===== config.mk =====
export PLATFORM = sky130hd
export DESIGN_NAME = multi_cycle_control_unit
export DESIGN_NICKNAME = d
export VERILOG_FILES = /design/src/rtl/multi_cycle_control_unit_pkg.sv /design/src/rtl/multi_cycle_control_unit_decode.sv /design/src/rtl/multi_cycle_control_unit.sv
export SDC_FILE = /design/constraint.sdc
export NUM_CORES = 1
export LEC_CHECK = 0
export ABC_AREA = 1
export BUFFER_PORTS_ARGS = -buffer_cell sky130_fd_sc_hd__buf_2
export CAP_MARGIN = 20
export CORE_MARGIN = 3
export CORE_UTILIZATION = 40
export CTS_BUF_LIST = sky130_fd_sc_hd__clkbuf_4
export CTS_CLUSTER_SIZE = 25
export DETAILED_ROUTE_END_ITERATION = 10
export PLACE_DENSITY = 0.76
export SLEW_MARGIN = 20
export SYNTH_ARGS = -nofsm -noshare
export SYNTH_HDL_FRONTEND = slang
export SYNTH_SLANG_ARGS = --single-unit

===== constraint.sdc =====
create_clock -name clk -period 1.8 [get_ports clk]
set_input_delay 0.18 -clock clk [delete_from_list [all_inputs] [get_ports clk]]
set_output_delay 0.18 -clock clk [all_outputs]
set_load 0.01 [all_outputs]

===== src/rtl/multi_cycle_control_unit_pkg.sv =====
// Shared definitions for the multi-cycle RV32I control unit: opcodes, ALU ops,
// writeback select encodings and the FSM/type-class enums.
package multi_cycle_control_unit_pkg;

  localparam logic [6:0] OP_TYPE_R  = 7'b0110011;
  localparam logic [6:0] OP_TYPE_I  = 7'b0010011;
  localparam logic [6:0] OP_TYPE_S  = 7'b0100011;
  localparam logic [6:0] OP_TYPE_L  = 7'b0000011;
  localparam logic [6:0] OP_TYPE_B  = 7'b1100011;
  localparam logic [6:0] OP_TYPE_LU = 7'b0110111;
  localparam logic [6:0] OP_TYPE_AU = 7'b0010111;
  localparam logic [6:0] OP_TYPE_J  = 7'b1101111;
  localparam logic [6:0] OP_TYPE_JL = 7'b1100111;

  localparam logic [3:0] ALU_ADD = 4'b0000;
  localparam logic [3:0] ALU_SRA = 4'b1101;

  localparam logic [2:0] RFWD_ALU   = 3'd0;
  localparam logic [2:0] RFWD_LOAD  = 3'd1;
  localparam logic [2:0] RFWD_LUI   = 3'd2;
  localparam logic [2:0] RFWD_AUIPC = 3'd3;
  localparam logic [2:0] RFWD_PC4   = 3'd4;

  typedef enum logic [2:0] {
    StFetch,
    StDecode,
    StExe,
    StMem,
    StWb,
    StTrap
  } mc_state_t;

  typedef enum logic [3:0] {
    TyR,
    TyI,
    TyS,
    TyL,
    TyB,
    TyLu,
    TyAu,
    TyJ,
    TyJl
  } mc_type_t;

endpackage


===== src/rtl/multi_cycle_control_unit_decode.sv =====
// Combinational instruction decode: opcode/funct fields to type class and the
// state-independent datapath selects. The FSM decides when these are driven.
module mc_decode
  import multi_cycle_control_unit_pkg::*;
(
  input  logic [6:0] opcode_i,
  input  logic [2:0] funct3_i,
  input  logic       funct7b5_i,
  output logic       valid_o,
  output mc_type_t   type_o,
  output logic       alu_src_o,
  output logic [2:0] rfwd_sel_o,
  output logic [3:0] alu_ctrl_o
);

  always_comb begin
    valid_o    = 1'b1;
    type_o     = TyR;
    alu_src_o  = 1'b0;
    rfwd_sel_o = RFWD_ALU;
    alu_ctrl_o = ALU_ADD;
    case (opcode_i)
      OP_TYPE_R: begin
        type_o     = TyR;
        alu_ctrl_o = {funct7b5_i, funct3_i};
      end
      OP_TYPE_I: begin
        type_o     = TyI;
        alu_src_o  = 1'b1;
        // Only SRAI carries a meaningful bit 30; elsewhere it is immediate data.
        alu_ctrl_o = (funct3_i == 3'b101 && funct7b5_i) ? ALU_SRA : {1'b0, funct3_i};
      end
      OP_TYPE_S: begin
        type_o    = TyS;
        alu_src_o = 1'b1;
      end
      OP_TYPE_L: begin
        type_o    = TyL;
        alu_src_o = 1'b1;
      end
      OP_TYPE_B: begin
        type_o     = TyB;
        alu_ctrl_o = {funct7b5_i, funct3_i};
      end
      OP_TYPE_LU: begin
        type_o     = TyLu;
        rfwd_sel_o = RFWD_LUI;
      end
      OP_TYPE_AU: begin
        type_o     = TyAu;
        rfwd_sel_o = RFWD_AUIPC;
      end
      OP_TYPE_J: begin
        type_o     = TyJ;
        rfwd_sel_o = RFWD_PC4;
      end
      OP_TYPE_JL: begin
        type_o     = TyJl;
        rfwd_sel_o = RFWD_PC4;
      end
      default: valid_o = 1'b0;
    endcase
  end

endmodule


===== src/rtl/multi_cycle_control_unit.sv =====
// Multi-cycle RV32I control FSM: FETCH/DECODE/EXE/MEM/WB with a bounded bus wait
// and a sticky TRAP state for illegal opcodes and bus timeouts.
module multi_cycle_control_unit
  import multi_cycle_control_unit_pkg::*;
#(
  parameter int unsigned BUS_TIMEOUT = 16,
  parameter int unsigned ALU_CTRL_W  = 4,
  parameter int unsigned RFWD_SEL_W  = 3
) (
  input  logic                  clk,
  input  logic                  reset_n,
  input  logic [31:0]           instrCode,
  input  logic                  instrValid,
  input  logic                  busReady,
  output logic                  pcEn,
  output logic                  irEn,
  output logic                  regFileWe,
  output logic                  aluSrcMuxSel,
  output logic [ALU_CTRL_W-1:0] aluControl,
  output logic                  busWe,
  output logic                  busRe,
  output logic [RFWD_SEL_W-1:0] RFWDSrcMuxSel,
  output logic                  branch,
  output logic                  jal,
  output logic                  jalr,
  output logic                  illegal,
  output logic                  busErr
);

  localparam int unsigned CntW = $clog2(BUS_TIMEOUT + 1);
  localparam logic [CntW-1:0] TimeoutCnt = CntW'(BUS_TIMEOUT);

  mc_state_t       state_q, state_d;
  logic [CntW-1:0] cnt_q, cnt_d;
  logic            illegal_q, illegal_d;
  logic            bus_err_q, bus_err_d;

  logic            dec_valid;
  mc_type_t        dec_type;
  logic            dec_alu_src;
  logic [2:0]      dec_rfwd;
  logic [3:0]      dec_alu_ctrl;
  logic [3:0]      alu_ctrl;
  logic [2:0]      rfwd_sel;

  logic unused_instr;
  assign unused_instr = ^{instrCode[31], instrCode[29:15], instrCode[11:7]};

  mc_decode u_decode (
    .opcode_i  (instrCode[6:0]),
    .funct3_i  (instrCode[14:12]),
    .funct7b5_i(instrCode[30]),
    .valid_o   (dec_valid),
    .type_o    (dec_type),
    .alu_src_o (dec_alu_src),
    .rfwd_sel_o(dec_rfwd),
    .alu_ctrl_o(dec_alu_ctrl)
  );

  always_ff @(posedge clk or negedge reset_n) begin
    if (!reset_n) begin
      state_q   <= StFetch;
      cnt_q     <= '0;
      illegal_q <= 1'b0;
      bus_err_q <= 1'b0;
    end else begin
      state_q   <= state_d;
      cnt_q     <= cnt_d;
      illegal_q <= illegal_d;
      bus_err_q <= bus_err_d;
    end
  end

  always_comb begin
    state_d   = state_q;
    cnt_d     = '0;
    illegal_d = illegal_q;
    bus_err_d = bus_err_q;
    case (state_q)
      StFetch: begin
        if (instrValid) state_d = StDecode;
      end
      StDecode: begin
        if (dec_valid) begin
          state_d = StExe;
        end else begin
          state_d   = StTrap;
          illegal_d = 1'b1;
        end
      end
      StExe: begin
        state_d = (dec_type inside {TyS, TyL}) ? StMem : StFetch;
      end
      StMem: begin
        // Ready wins even in the cycle the wait count would expire.
        if (busReady) begin
          state_d = (dec_type == TyS) ? StFetch : StWb;
        end else begin
          cnt_d = cnt_q + 1'b1;
          if (cnt_d == TimeoutCnt) begin
            state_d   = StTrap;
            bus_err_d = 1'b1;
          end
        end
      end
      StWb:    state_d = StFetch;
      StTrap:  state_d = StTrap;
      default: state_d = StFetch;
    endcase
  end

  always_comb begin
    pcEn         = 1'b0;
    irEn         = 1'b0;
    regFileWe    = 1'b0;
    aluSrcMuxSel = 1'b0;
    alu_ctrl     = ALU_ADD;
    busWe        = 1'b0;
    busRe        = 1'b0;
    rfwd_sel     = RFWD_ALU;
    branch       = 1'b0;
    jal          = 1'b0;
    jalr         = 1'b0;
    case (state_q)
      StFetch: irEn = instrValid;
      StExe: begin
        aluSrcMuxSel = dec_alu_src;
        alu_ctrl     = dec_alu_ctrl;
        rfwd_sel     = dec_rfwd;
        regFileWe    = dec_type inside {TyR, TyI, TyLu, TyAu, TyJ, TyJl};
        pcEn         = !(dec_type inside {TyS, TyL});
        branch       = (dec_type == TyB);
        jal          = dec_type inside {TyJ, TyJl};
        jalr         = (dec_type == TyJl);
      end
      StMem: begin
        aluSrcMuxSel = 1'b1;
        if (dec_type == TyS) begin
          busWe = 1'b1;
          pcEn  = busReady;
        end else begin
          busRe = 1'b1;
        end
      end
      StWb: begin
        rfwd_sel  = RFWD_LOAD;
        regFileWe = 1'b1;
        pcEn      = 1'b1;
      end
      default: ;
    endcase
  end

  assign aluControl    = ALU_CTRL_W'(alu_ctrl);
  assign RFWDSrcMuxSel = RFWD_SEL_W'(rfwd_sel);
  assign illegal       = illegal_q;
  assign busErr        = bus_err_q;

endmodule


==> results.sh, run 1 <==
export IMPL_yosys_mux_area_fraction_pct=0
export IMPL_synth_nets=156
export IMPL_die_area_um2=2720
export IMPL_die_w_um=52.2
export IMPL_synth_simple_area_share_pct=49.9
export IMPL_drcViolationCount=0
export IMPL_grt_usage_pct=15.7
export IMPL_clk_latency_ns=0.26
export IMPL_synth_cells=119
export IMPL_synth_adder_area_share_pct=1.47
export IMPL_synthesis_area_um2=852
export IMPL_nNetsFinal=196
export IMPL_synth_area_leaders="dfrtp_1 (29%), nand2_1 (9.3%), nor2_1 (7.9%)"
export IMPL_via_per_inst=4.78
export IMPL_fin_setup_tns_ns=0
export IMPL_skew_ns=0.00708
export IMPL_path_cells="inv_2 > nand2_2 > nor2_4 > buf_4 > nand3_1 > a31oi_1 > buf_2"
export IMPL_clock_sinks=10
export IMPL_drtIter0Drc=11
export IMPL_synth_top_area_share_pct=29.4
export IMPL_hold_path_startpoint="instrValid"
export IMPL_max_stage_delay_ns=0.41
export IMPL_cts_buffers=3
export IMPL_portBuffers=32
export IMPL_worst_pin_slew_ns=0.262
export IMPL_drive_gt1_share_pct=45.2
export IMPL_worst_path_max_delay_cell="dfrtp_1"
export IMPL_startpoint="state_q[2]$_DFFE_PN0P_"
export IMPL_whs_path_depth=3
export IMPL_setup_viol=0
export IMPL_antenna_found_initial=0
export IMPL_fill_cells=206
export IMPL_avgSynthCellArea_um2=7.16
export IMPL_synth_compound_area_share_pct=7.34
export IMPL_antenna_cells=0
export IMPL_chipHeight_um=52.2
export IMPL_fin_area_um2=1100
export IMPL_reg2regPathDepth=9
export IMPL_yosysWarnings=0
export IMPL_rrSetupSlack_ns=0.29
export IMPL_final_hold_viol_count=0
export IMPL_path_class="flop to output pin"
export IMPL_grt_overflow=0
export IMPL_seq_area_frac_synth_pct=29.4
export IMPL_ys_ff_latch=10
export IMPL_synth_top_area_cell="dfrtp_1"
export IMPL_synthXorXnorAreaFrac_pct=2.94
export IMPL_synth_top_family_by_area="simple AND/OR/NAND/NOR gates"
export IMPL_min_path_type="input port to flop"
export IMPL_place_congestion=0.775
export IMPL_wl_per_cell_um=10.8
export IMPL_min_to="state_q[2]$_DFFE_PN0P_"
export IMPL_grt_start_max_net_pins=11
export IMPL_firstDrtPassIters=4
export IMPL_status="complete, no violations"
export IMPL_grt_pass1_vias=818
export IMPL_finalWirelength_um=1990
export IMPL_rows=16
export IMPL_fin_util_pct=55.6
export IMPL_clockBufferDepth=2
export IMPL_cts_clk_slew_worst_paths_ns=0.06
export IMPL_drv_cap=0
export IMPL_netlist_cell_type_count=28
export IMPL_setup_ws_ns=0.108
export IMPL_r2r_end="state_q[0]$_DFFE_PN0P_"
export IMPL_core_area_um2=1980
export IMPL_arrival_ns=1.51
export IMPL_htreeDepth=1
export IMPL_power_density_nw_per_um2=705
export IMPL_crit_required_ns=1.62
export IMPL_setup_worst_path_start_class="flop"
export IMPL_dp_cells=178
export IMPL_end_kind="output pin"
export IMPL_period_share_pct=94.0
export IMPL_max_freq_ghz=0.591
export IMPL_place_ws_ns=0.300
export IMPL_crit_fanout=5
export IMPL_slew_limit_headroom_pct=82.4
export IMPL_vias=879
export IMPL_io_pins=54
export IMPL_placed_cell_area_um2=1050
export IMPL_dp_final_hpwl_um=1660
export IMPL_grt_first_pass_wirelength_um=3330
export IMPL_period_minus_slack_ns=1.69
export IMPL_syn_to_final_growth_pct=29.4
export IMPL_slew_violations=0
export IMPL_tritoncts="yes"
export IMPL_vdd_ir_drop_max_mv=0.562
export IMPL_initial_core_util_pct=43.0
export IMPL_rsz0062_at_grt="no"
export IMPL_leakagePower_uw=0.000584
export IMPL_ant_nets=0
export IMPL_worstReg2RegStart="cnt_q[0]$_DFF_PN0_"
export IMPL_stdcell_count=184
export IMPL_cts_root_buf="clkbuf_4"
cell usage in the layout (no fill, tap or decap), types with 2 or more instances in the layout:
cell type / instances
a21oi_1: 2
a31oi_1: 2
buf_2: 32
buf_4: 2
clkbuf_4: 3
dfrtp_1: 10
inv_1: 11
inv_2: 8
nand2_1: 20
nand2_2: 5
nand2_4: 2
nand3_1: 11
nand4_1: 2
nor2_1: 18
nor2_2: 4
nor2_4: 5
nor3_1: 4
o21ai_2: 2
kinds of logic (layout without fill, tap and decap cells):
family / Yosys count / after routing
AO/OA/AOI/OAI: 9 / 9
XOR/XNOR: 2 / 2
adder cells (fa/ha/maj): 1 / 1
buffers and inverters: 20 / 58
flip-flops: 10 / 10
AND/OR/NAND/NOR: 77 / 77
metal layers:
| metal | GRT usage [%] | part of all wire (%) | up-vias |
|---|---|---|---|
| met3 | 2.29 | 7.3 | 2 |
| met1 | 18.1 | 42 | 390 |
| li1 | - | - | 460 |
| met2 | 29.9 | 50 | 27 |
| met5 | 0 | 0 | - |
| met4 | 3.83 | 0.90 | 0 |
area by class of cell:
type | count | area [um^2] | share of cell area [%]
flip-flops and latches | 10 | 250 | 22.7
clock buffers | 3 | 22.5 | 2.04
repair buffers | 35 | 185 | 16.8
inverters | 20 | 76.3 | 6.92
well taps | 27 | 33.8 | 3.06
multi-input cells | 89 | 534 | 48.5
power breakdown:
group	switching, uW	total [uW]	internal, uW
sequential	36.8	288	251
clock	67.4	144	76.8
combinational	211	345	134
total	315	777	462
critical path: cells and delay by family (launching register included):
family	cells	cell delay [ns]
AOI/OAI and AO/OA	1	0.13
buffers and inverters	3	0.42
DFF	1	0.41
and+or+nand+nor	3	0.30
sequential cells by signal, summed over array words and instances, names as in the netlist:
name	count
busErr	1
cnt_q	5
illegal	1
state_q	3
synthesized netlist by cell type:
cell type  number
a21oi_1         2
o221ai_1        1
nor2_1         18
xor2_2          1
nand4_1         2
o21ai_2         2
a31oi_1         2
nand2_1        21
o21ai_1         1
nand3_4         1
nor2_2          4
nand3_2         1
inv_1          12
ha_1            1
nand2_4         2
and2_1          1
nand4_2         1
a31o_2          1
inv_2           7
nor2_4          5
dfrtp_1        10
nand2_2         4
nor3_1          4
nand3_1        11
nor3_2          1
nor4_1          1
xor2_1          1
clkinv_2        1
worst max path at each step:
| stage | to | slack [ns] |
|---|---|---|
| after floorplan | state_q[0]$_DFFE_PN0P_ | 0.39 |
| after global placement | pcEn | 0.32 |
| after detailed placement | state_q[0]$_DFFE_PN0P_ | 0.30 |
| after CTS | pcEn | 0.03 |
| after global routing | aluControl[3] | 0.02 |
| final | aluControl[3] | 0.11 |
per-stage QoR:
step                      hold slack, ns  power [uW]
after global placement            0.0454         619
after global routing               0.255         848
after detailed placement          0.0495         627
final                              0.221         777
after floorplan                   -0.116         526
after CTS                          0.219         772
repair_timing:
item	in CTS	in global routing
endpoints found under the hold margin	10	0
setup endpoints to repair	0	3
gates resized for setup	0	3
hold buffers	1	0
buffers inserted	0	2
Note: power is estimated with default switching activity, not from simulation.
==> run 2: changes to the inputs <==
--- a/config.mk
+++ b/config.mk
@@ -9,11 +9,11 @@
 export BUFFER_PORTS_ARGS = -buffer_cell sky130_fd_sc_hd__buf_2
 export CAP_MARGIN = 20
 export CORE_MARGIN = 3
-export CORE_UTILIZATION = 40
+export CORE_UTILIZATION = 39
 export CTS_BUF_LIST = sky130_fd_sc_hd__clkbuf_4
 export CTS_CLUSTER_SIZE = 25
 export DETAILED_ROUTE_END_ITERATION = 10
-export PLACE_DENSITY = 0.76
+export PLACE_DENSITY = 0.77
 export SLEW_MARGIN = 20
 export SYNTH_ARGS = -nofsm -noshare
 export SYNTH_HDL_FRONTEND = slang
==> constraint.sdc (replaced) <==
create_clock -name clk -period 1.4 [get_ports clk]
set_input_delay 0.14 -clock clk [delete_from_list [all_inputs] [get_ports clk]]
set_output_delay 0.14 -clock clk [all_outputs]
set_load 0.01 [all_outputs]
==> results.sh, run 2 (synthesized netlist as in run 1, its figures left out) <==
export IMPL_worst_pin_slew_ns=0.297
export IMPL_skew_ns=0.00263
export IMPL_io_pins=54
export IMPL_max_freq_ghz=0.675
export IMPL_drcViolationCount=0
export IMPL_drv_cap=0
export IMPL_portBuffers=32
export IMPL_slew_limit_headroom_pct=80.1
export IMPL_tritoncts="yes"
export IMPL_wl_per_cell_um=11.1
export IMPL_vias=986
export IMPL_via_per_inst=4.95
export IMPL_placed_cell_area_um2=1080
export IMPL_path_class="flop to output pin"
export IMPL_dp_final_hpwl_um=1650
export IMPL_cts_root_buf="clkbuf_4"
export IMPL_final_hold_viol_count=0
export IMPL_clock_sinks=10
export IMPL_critPathBufInv=3
export IMPL_grt_start_max_net_pins=11
export IMPL_grt_overflow=0
export IMPL_cts_clk_slew_worst_paths_ns=0.06
export IMPL_firstDrtPassIters=4
export IMPL_violations="setup timing"
export IMPL_grt_pass1_vias=904
export IMPL_status="complete, but fails checks"
export IMPL_finalWirelength_um=2200
export IMPL_fin_area_um2=1290
export IMPL_die_w_um=52.7
export IMPL_die_area_um2=2780
export IMPL_path_cells="inv_2 > nand2_4 > nor2_4 > inv_4 > nor3_1 > buf_2"
export IMPL_antenna_cells=0
export IMPL_min_path_type="input port to flop"
export IMPL_largest_reg_flops=5
export IMPL_period_share_pct=106
export IMPL_setup_ws_ns=-0.0818
export IMPL_worst_path_max_delay_cell="dfrtp_1"
export IMPL_top_regs="cnt_q: 5 flops, state_q: 3 flops"
export IMPL_drtIter0Drc=8
export IMPL_fin_util_pct=63.6
export IMPL_final_common_cell="buf_2"
export IMPL_drive_gt1_share_pct=55.8
export IMPL_nNetsFinal=211
export IMPL_leakagePower_uw=0.000687
export IMPL_ant_nets=0
export IMPL_cp_top_family="simple AND/OR/NAND/NOR gates"
export IMPL_final_cell_mix="buf_2 (32), nand2_1 (18), nor2_1 (17)"
export IMPL_max_stage_delay_ns=0.38
export IMPL_antenna_found_initial=0
export IMPL_setup_worst_path_start_class="flop"
export IMPL_place_congestion=0.788
export IMPL_grt_usage_pct=16.2
export IMPL_slew_violations=0
export IMPL_rows=16
export IMPL_arrival_ns=1.34
export IMPL_vdd_ir_drop_max_mv=0.773
export IMPL_initial_core_util_pct=42.1
export IMPL_grt_first_pass_wirelength_um=3460
export IMPL_place_ws_ns=-0.0477
export IMPL_core_area_um2=2020
export IMPL_largest_register="cnt_q"
export IMPL_crit_required_ns=1.26
export IMPL_cts_buffers=3
export IMPL_htreeDepth=1
export IMPL_syn_to_final_growth_pct=51.0
export IMPL_clk_latency_ns=0.25
export IMPL_crit_fanout=7
export IMPL_rsz0062_at_grt="yes"
export IMPL_fin_setup_tns_ns=-0.447
export IMPL_period_minus_slack_ns=1.48
export IMPL_setup_viol=9
export IMPL_power_density_nw_per_um2=882
export IMPL_chipHeight_um=52.7
export IMPL_end_kind="output pin"
export IMPL_holdWs_ns=0.193
export IMPL_clockBufferDepth=2
==> run 2: cell count changes in the layout (fill, tap and decap cells not counted), moves of 2 or more <==
cell	change
buf_4	+12
buf_6	+3
inv_4	+2
nand2_1	-2
nand2_4	+2
nand3_1	-2
nand3_2	+2
==> run 2: tightest hold or removal path, cell delays in order <==
cell,delay (ns)
buf_2,0.09
o21ai_1,0.06
a21oi_1,0.11
==> run 2: per-layer routing <==
layer | part of all wire, % | vias to the layer above | wire length [um] | track usage [%]
met5 | 0 | - | 0 | 0
met4 | 0.27 | 0 | 6 | 5.96
met3 | 6.5 | 2 | 144 | 1.14
met2 | 56 | 31 | 1240 | 32.9
met1 | 37 | 459 | 810 | 16.8
li1 | - | 494 | - | -
==> run 2: power by group <==
group / internal (uW) / switching (uW) / total (uW)
registers: 323 / 41.1 / 364
clock network: 98.3 / 80.8 / 179
logic: 261 / 330 / 591
==> run 2: stage by stage <==
step	power, uW	std cells
3_3_place_gp	821	182
4_1_cts	1070	192
3_5_place_dp	836	182
5_1_grt	1230	199
6_report	1130	199
2_1_floorplan	677	119
==> run 2: worst paths after layout <==
check / start / endpoint / slack, ns / depth (start not counted)
max reg2reg: state_q[2]$_DFFE_PN0P_ / state_q[0]$_DFFE_PN0P_ / -0.01 / 9
min reg2reg: busErr$_DFFE_PN0P_ / busErr$_DFFE_PN0P_ / 0.47 / 1
min in group asynchronous: reset_n / cnt_q[3]$_DFF_PN0_ / 0.27 / 2
max in group asynchronous: reset_n / state_q[1]$_DFFE_PN0P_ / 0.94 / 2
max: state_q[2]$_DFFE_PN0P_ / aluControl[1] / -0.08 / 6
min: instrValid / state_q[2]$_DFFE_PN0P_ / 0.19 / 3
==> run 2: timing repair <==
item / in CTS / in global routing
buffers inserted: 6 / 7
pin swaps: 16 / 9
resized for setup: 10 / 10
setup endpoints to repair: 14 / 20
endpoints found under the hold margin: 10 / 0
hold buffers: 1 / 0
==> run 2: area by class of cell <==
cell class	instances	area [um^2]
fillers	174	736
multi-input cells	89	591
repair buffers	50	309
clock buffers	3	22.5
flip-flops and latches	10	250
well taps	27	33.8
inverters	20	80.1
